<file path="src/rtl/mem_access_unit.sv">
// Load/store stage: turns datapath memory ops into a req/ack word bus transaction.
// Optional macro MEM_TIMEOUT_EN adds an abort after TIMEOUT_CYCLES unacked REQ cycles.
module mem_access_unit #(
  parameter int TIMEOUT_CYCLES = 255
) (
  input  logic        clka,
  input  logic        rst,
  input  logic        start,
  input  logic [2:0]  op,
  input  logic [31:0] addr,
  input  logic [31:0] wdata,
  output logic [31:0] rdata,
  output logic        stall,
  output logic        done,
  output logic        misalign,
  output logic        timeout,
  output logic        bus_req,
  output logic        bus_we,
  output logic [31:0] bus_addr,
  output logic [3:0]  bus_be,
  output logic [31:0] bus_wdata,
  input  logic        bus_ack,
  input  logic [31:0] bus_rdata
);

  // Bus handshake: bus_req rises with the registered request and holds it
  // unchanged until the cycle bus_ack=1; ack in any other cycle is ignored.

  localparam logic [2:0] OP_LW  = 3'b000;
  localparam logic [2:0] OP_LH  = 3'b001;
  localparam logic [2:0] OP_LHU = 3'b010;
  localparam logic [2:0] OP_LB  = 3'b011;
  localparam logic [2:0] OP_LBU = 3'b100;
  localparam logic [2:0] OP_SW  = 3'b101;
  localparam logic [2:0] OP_SH  = 3'b110;

  typedef enum logic [1:0] {IDLE, REQ, DONE, ERR} state_t;
  state_t state;

  logic [2:0]  op_q;
  logic [1:0]  lane_q;
  logic [3:0]  be_c;
  logic [31:0] wd_c;
  logic        mis_c;
  logic [31:0] load_c;
  logic [15:0] half_c;
  logic [7:0]  byte_c;

  // Lane masks, replicated store data and alignment fault for the incoming op.
  always_comb begin
    be_c  = 4'b1111;
    wd_c  = wdata;
    mis_c = 1'b0;
    case (op)
      OP_LW, OP_SW: mis_c = (addr[1:0] != 2'b00);
      OP_LH, OP_LHU, OP_SH: begin
        mis_c = addr[0];
        be_c  = addr[1] ? 4'b1100 : 4'b0011;
        wd_c  = {2{wdata[15:0]}};
      end
      default: begin
        be_c = 4'b0001 << addr[1:0];
        wd_c = {4{wdata[7:0]}};
      end
    endcase
  end

  always_comb begin
    half_c = lane_q[1] ? bus_rdata[31:16] : bus_rdata[15:0];
    byte_c = bus_rdata[{lane_q, 3'b000} +: 8];
    case (op_q)
      OP_LH:   load_c = {{16{half_c[15]}}, half_c};
      OP_LHU:  load_c = {16'h0000, half_c};
      OP_LB:   load_c = {{24{byte_c[7]}}, byte_c};
      OP_LBU:  load_c = {24'h000000, byte_c};
      default: load_c = bus_rdata;
    endcase
  end

  assign stall = !rst && (((state == IDLE) && start) || (state == REQ));

`ifdef MEM_TIMEOUT_EN
  localparam int CW = ($clog2(TIMEOUT_CYCLES + 1) < 8) ? 8 : $clog2(TIMEOUT_CYCLES + 1);
  logic [CW-1:0] cnt;
`else
  logic unused_cfg;
  assign unused_cfg = (TIMEOUT_CYCLES != 0);
`endif

  always_ff @(posedge clka or posedge rst) begin
    if (rst) begin
      state     <= IDLE;
      rdata     <= '0;
      done      <= 1'b0;
      misalign  <= 1'b0;
      timeout   <= 1'b0;
      bus_req   <= 1'b0;
      bus_we    <= 1'b0;
      bus_addr  <= '0;
      bus_be    <= '0;
      bus_wdata <= '0;
      op_q      <= '0;
      lane_q    <= '0;
`ifdef MEM_TIMEOUT_EN
      cnt       <= '0;
`endif
    end else begin
      done     <= 1'b0;
      misalign <= 1'b0;
      timeout  <= 1'b0;
      case (state)
        IDLE: begin
          if (start) begin
            if (mis_c) begin
              state    <= ERR;
              done     <= 1'b1;
              misalign <= 1'b1;
              rdata    <= '0;
            end else begin
              state     <= REQ;
              bus_req   <= 1'b1;
              bus_we    <= op[2] && (op != OP_LBU);
              bus_addr  <= {addr[31:2], 2'b00};
              bus_be    <= be_c;
              bus_wdata <= wd_c;
              op_q      <= op;
              lane_q    <= addr[1:0];
`ifdef MEM_TIMEOUT_EN
              cnt       <= '0;
`endif
            end
          end
        end
        REQ: begin
          if (bus_ack) begin
            state   <= DONE;
            bus_req <= 1'b0;
            done    <= 1'b1;
            if (!bus_we) rdata <= load_c;
          end
`ifdef MEM_TIMEOUT_EN
          // An ack on the limit cycle takes the branch above and completes normally.
          else if (cnt == CW'(TIMEOUT_CYCLES - 1)) begin
            state   <= DONE;
            bus_req <= 1'b0;
            done    <= 1'b1;
            timeout <= 1'b1;
            rdata   <= '0;
          end else begin
            cnt <= cnt + 1'b1;
          end
`endif
        end
        DONE:    state <= IDLE;
        default: state <= IDLE;
      endcase
    end
  end

endmodule

</file>
<file path="config.mk">
export PLATFORM = sky130hd
export DESIGN_NAME = mem_access_unit
export DESIGN_NICKNAME = d
export VERILOG_FILES = /design/src/rtl/mem_access_unit.sv
export SDC_FILE = /design/constraint.sdc
export NUM_CORES = 1
export LEC_CHECK = 0
export CORE_UTILIZATION = 45
export DETAILED_ROUTE_END_ITERATION = 8
export GPL_ROUTABILITY_DRIVEN = 1
export PLACE_DENSITY = 0.79
export SLEW_MARGIN = 25
export SYNTH_ARGS = -nofsm -noshare
export SYNTH_HDL_FRONTEND = slang
export SYNTH_SLANG_ARGS = --single-unit
export TNS_END_PERCENT = 20
</file>
<file path="constraint.sdc">
create_clock -name clka -period 4.6 [get_ports clka]
set_input_delay 0.46 -clock clka [delete_from_list [all_inputs] [get_ports clka]]
set_output_delay 0.46 -clock clka [all_outputs]
set_load 0.005 [all_outputs]
</file>
==> metrics.csv <==
metric;value;unit
areaGrowthSynthToFinish;46.02;%
cp_cell_sequence;clkdlybuf4s50_1, o21bai_1, a222oi_1, nor2_4, buf_4, mux2_2;
worst_pin_slew;0.9592;ns
grt_pass1_vias;4757;
drt_pre_antenna_iters;5;
cts_hold_buf;0;
place_ws;1.380;ns
fp.dieH;113.5;um
via_per_inst;5.634;
cp_max_fo;39;
setup_viol;0;
worst_clock_skew;0.005862;ns
place.gp.congestion;0.8782;
drc;0;
fmax;348.6;MHz
cts_buffer_depth;2;
port_buffers;205;
cts.sinks;109;
critPathKind;in2reg;
setup_tns;0;ns
ys_warn_count;0;
clkTransAtPathRegs;0.07;ns
ys_ff_latch;109;
die_w;113.5;um
register_area;0.002729;mm^2
nFillCells;936;
synth_edf_count;0;
drive_gt1_share;17.88;%
avgSynthCellArea;11.89;um^2
drt_iter0_drc;366;
final.setup.worst_slack;1.731;ns
critical_path_buf_inv_count;2;
critPathArrivalTime;3.11;ns
yosysSeqAreaShare;48.79;%
critPathCaptureType;flip-flop;
cp-start-kind;primary input;
grt_max_degree;83;
wl_per_cell;19.54;um
period_minus_slack;2.869;ns
io_pins;209;
clk_latency;0.35;ns
ys_types;49;
dieArea;0.01287;mm^2
critPathMaxStageDelay;0.70;ns
postSynthCellCount;470;
wirelength;16180;um
synth_top_flop_cell;dfrtp_1;
cts_setup_buffers;0;
start_util;46.35;%
multi_input_area;0.002713;mm^2
finalMaxSlewViolations;0;
post-route-period-util;62.37;%
crit_family;buffers and inverters;
placed_cells;812;
hp-class;reg2reg;
cts_tree;done;
grt-ovfl-total;0;
worst_hold_slack;0.4826;ns
crit_slowest_cell;nor2_4;
postRouteAntennaNets;0;
cap_viol_max_count;0;
async_reset_ff_share;100.0;%
num_rows;40;
cts_root_buf;clkbuf_16;
coreArea;0.01206;mm^2
grt_usage;25.51;%
rsz0062_at_grt;false;
n_antenna_cell;0;
p_per_area;624.2;mW/mm^2
instances_no_fill;828;
mappedNetlistArea;0.005590;mm^2
cts_made_buffers;9;
layout.nets;758;
placed_area;0.007757;mm^2
cts_resized;0;
hold_viol;0;
routed-via-count;4665;
final_area;0.008163;mm^2
status;finished, final reports clean;
max_slew_margin;35.92;%
ir_worst_vdd;366.1;uV
cts-htree-levels;3;
leakage;3.313;nW
grt_pass1_wl;25140;um
worst_ep_required_time;4.84;ns
hpwl;11710;um
antenna_found_initial;0;
## synthesized netlist by cell type (7+ instances only)
cell type  instances  area share [%]
a2111oi_0          7             1.1
a21o_1            11             1.5
a21oi_1           10            0.90
a221o_1           10             1.8
a22o_1             8             1.3
a31oi_1            8            0.90
clkbuf_1          28             1.9
dfrtp_1          109              49
mux2_1            19             3.8
mux2_2            86              17
mux2i_1           16             2.9
nand2_1           11            0.74
nor2_1            20             1.3
nor2b_1            9             1.0
nor4_1             8            0.90
o211ai_1          10             1.3
o21a_1            11             1.5
o21ai_0           19             1.7
o2bb2ai_1         16             2.5
## worst paths after layout
check / startpoint / slack, ns / to / cells after the start
worst max-delay path: op[1] / 1.73 / bus_addr[29]$_DFFE_PP0P_ / 6
worst min-delay path: bus_be[0]$_DFFE_PP0P_ / 0.48 / bus_be[0]$_DFFE_PP0P_ / 1
worst max register to register: lane_q[0]$_DFFE_PP0P_ / 1.79 / rdata[11]$_DFFE_PP0P_ / 4
worst min register to register: bus_be[0]$_DFFE_PP0P_ / 0.48 / bus_be[0]$_DFFE_PP0P_ / 1
max in group asynchronous: rst / 3.12 / bus_wdata[21]$_DFFE_PP0P_ / 3
min in group asynchronous: rst / 0.65 / bus_addr[28]$_DFFE_PP0P_ / 2
## worst register-to-register path: cells and delay by family (launching register included)
family	cells	cell delay, ns
muxes	2	0.95
AOI/OAI and AO/OA	2	0.77
DFF	1	0.97
## stage by stage
stage	power, mW	util, %
global placement	4.018	64.27
floorplan	2.867	-
finish	5.096	67.68
CTS	5.137	67.60
global route	5.395	67.68
detailed placement	4.097	64.32
## layout by cell type, fill, tap and decap left out, types with 7 or more instances in the layout
| cell type | n |
|---|---|
| a22o_1 | 8 |
| o21a_1 | 11 |
| a21oi_1 | 9 |
| nand2_1 | 11 |
| clkbuf_16 | 9 |
| mux2_2 | 86 |
| dfrtp_1 | 108 |
| mux2_1 | 19 |
| mux2i_1 | 16 |
| a21o_1 | 11 |
| nor2_1 | 19 |
| clkdlybuf4s50_1 | 205 |
| o21ai_0 | 19 |
| o211ai_1 | 10 |
| a221o_1 | 10 |
| nor2b_1 | 9 |
| a31oi_1 | 8 |
| a2111oi_0 | 7 |
| o2bb2ai_1 | 16 |
| nor4_1 | 8 |
## kinds of logic after synthesis
logic type,count (synthesis),share of synthesized area [%]
other,1,0.06708
XOR/XNOR,3,0.4701
multiplexers,122,24.42
AO/OA/AOI/OAI,123,16.47
AND/OR/NAND/NOR,69,6.580
buffers and inverters,43,3.200
flip-flops,109,48.79
## state kept, by name, summed over array words and instances, names as in the netlist
name       cells
done           1
bus_we         1
bus_req        1
bus_addr      30
lane_q         2
rdata         32
op_q           3
state          2
bus_wdata     32
misalign       1
bus_be         4
## per-layer routing
metal | vias to the layer above | global-route usage, % | share of wire (%)
met2 | 222 | 42.32 | 50
met5 | - | 0 | 0
met1 | 2280 | 31.85 | 39
met4 | 0 | 8.509 | 1.7
met3 | 24 | 7.598 | 8.6
li1 | 2139 | - | -
## report_power, final
part | total (mW) | internal, mW | switching [mW]
clock | 1.00 | 0.657 | 0.346
combinational | 2.30 | 1.42 | 0.884
sequential | 1.79 | 1.39 | 0.402
total | 5.10 | 3.46 | 1.63
## cell type report
cell class | count | area share, %
Tap cell | 168 | 2.575
Clock buffer | 10 | 2.928
Inverter | 4 | 0.2452
Timing Repair Buffer | 211 | 25.66
Multi-Input combinational cell | 320 | 33.23
Clock inverter | 6 | 1.931
Sequential cell | 109 | 33.43
Note: power is estimated with default switching activity, not from simulation.
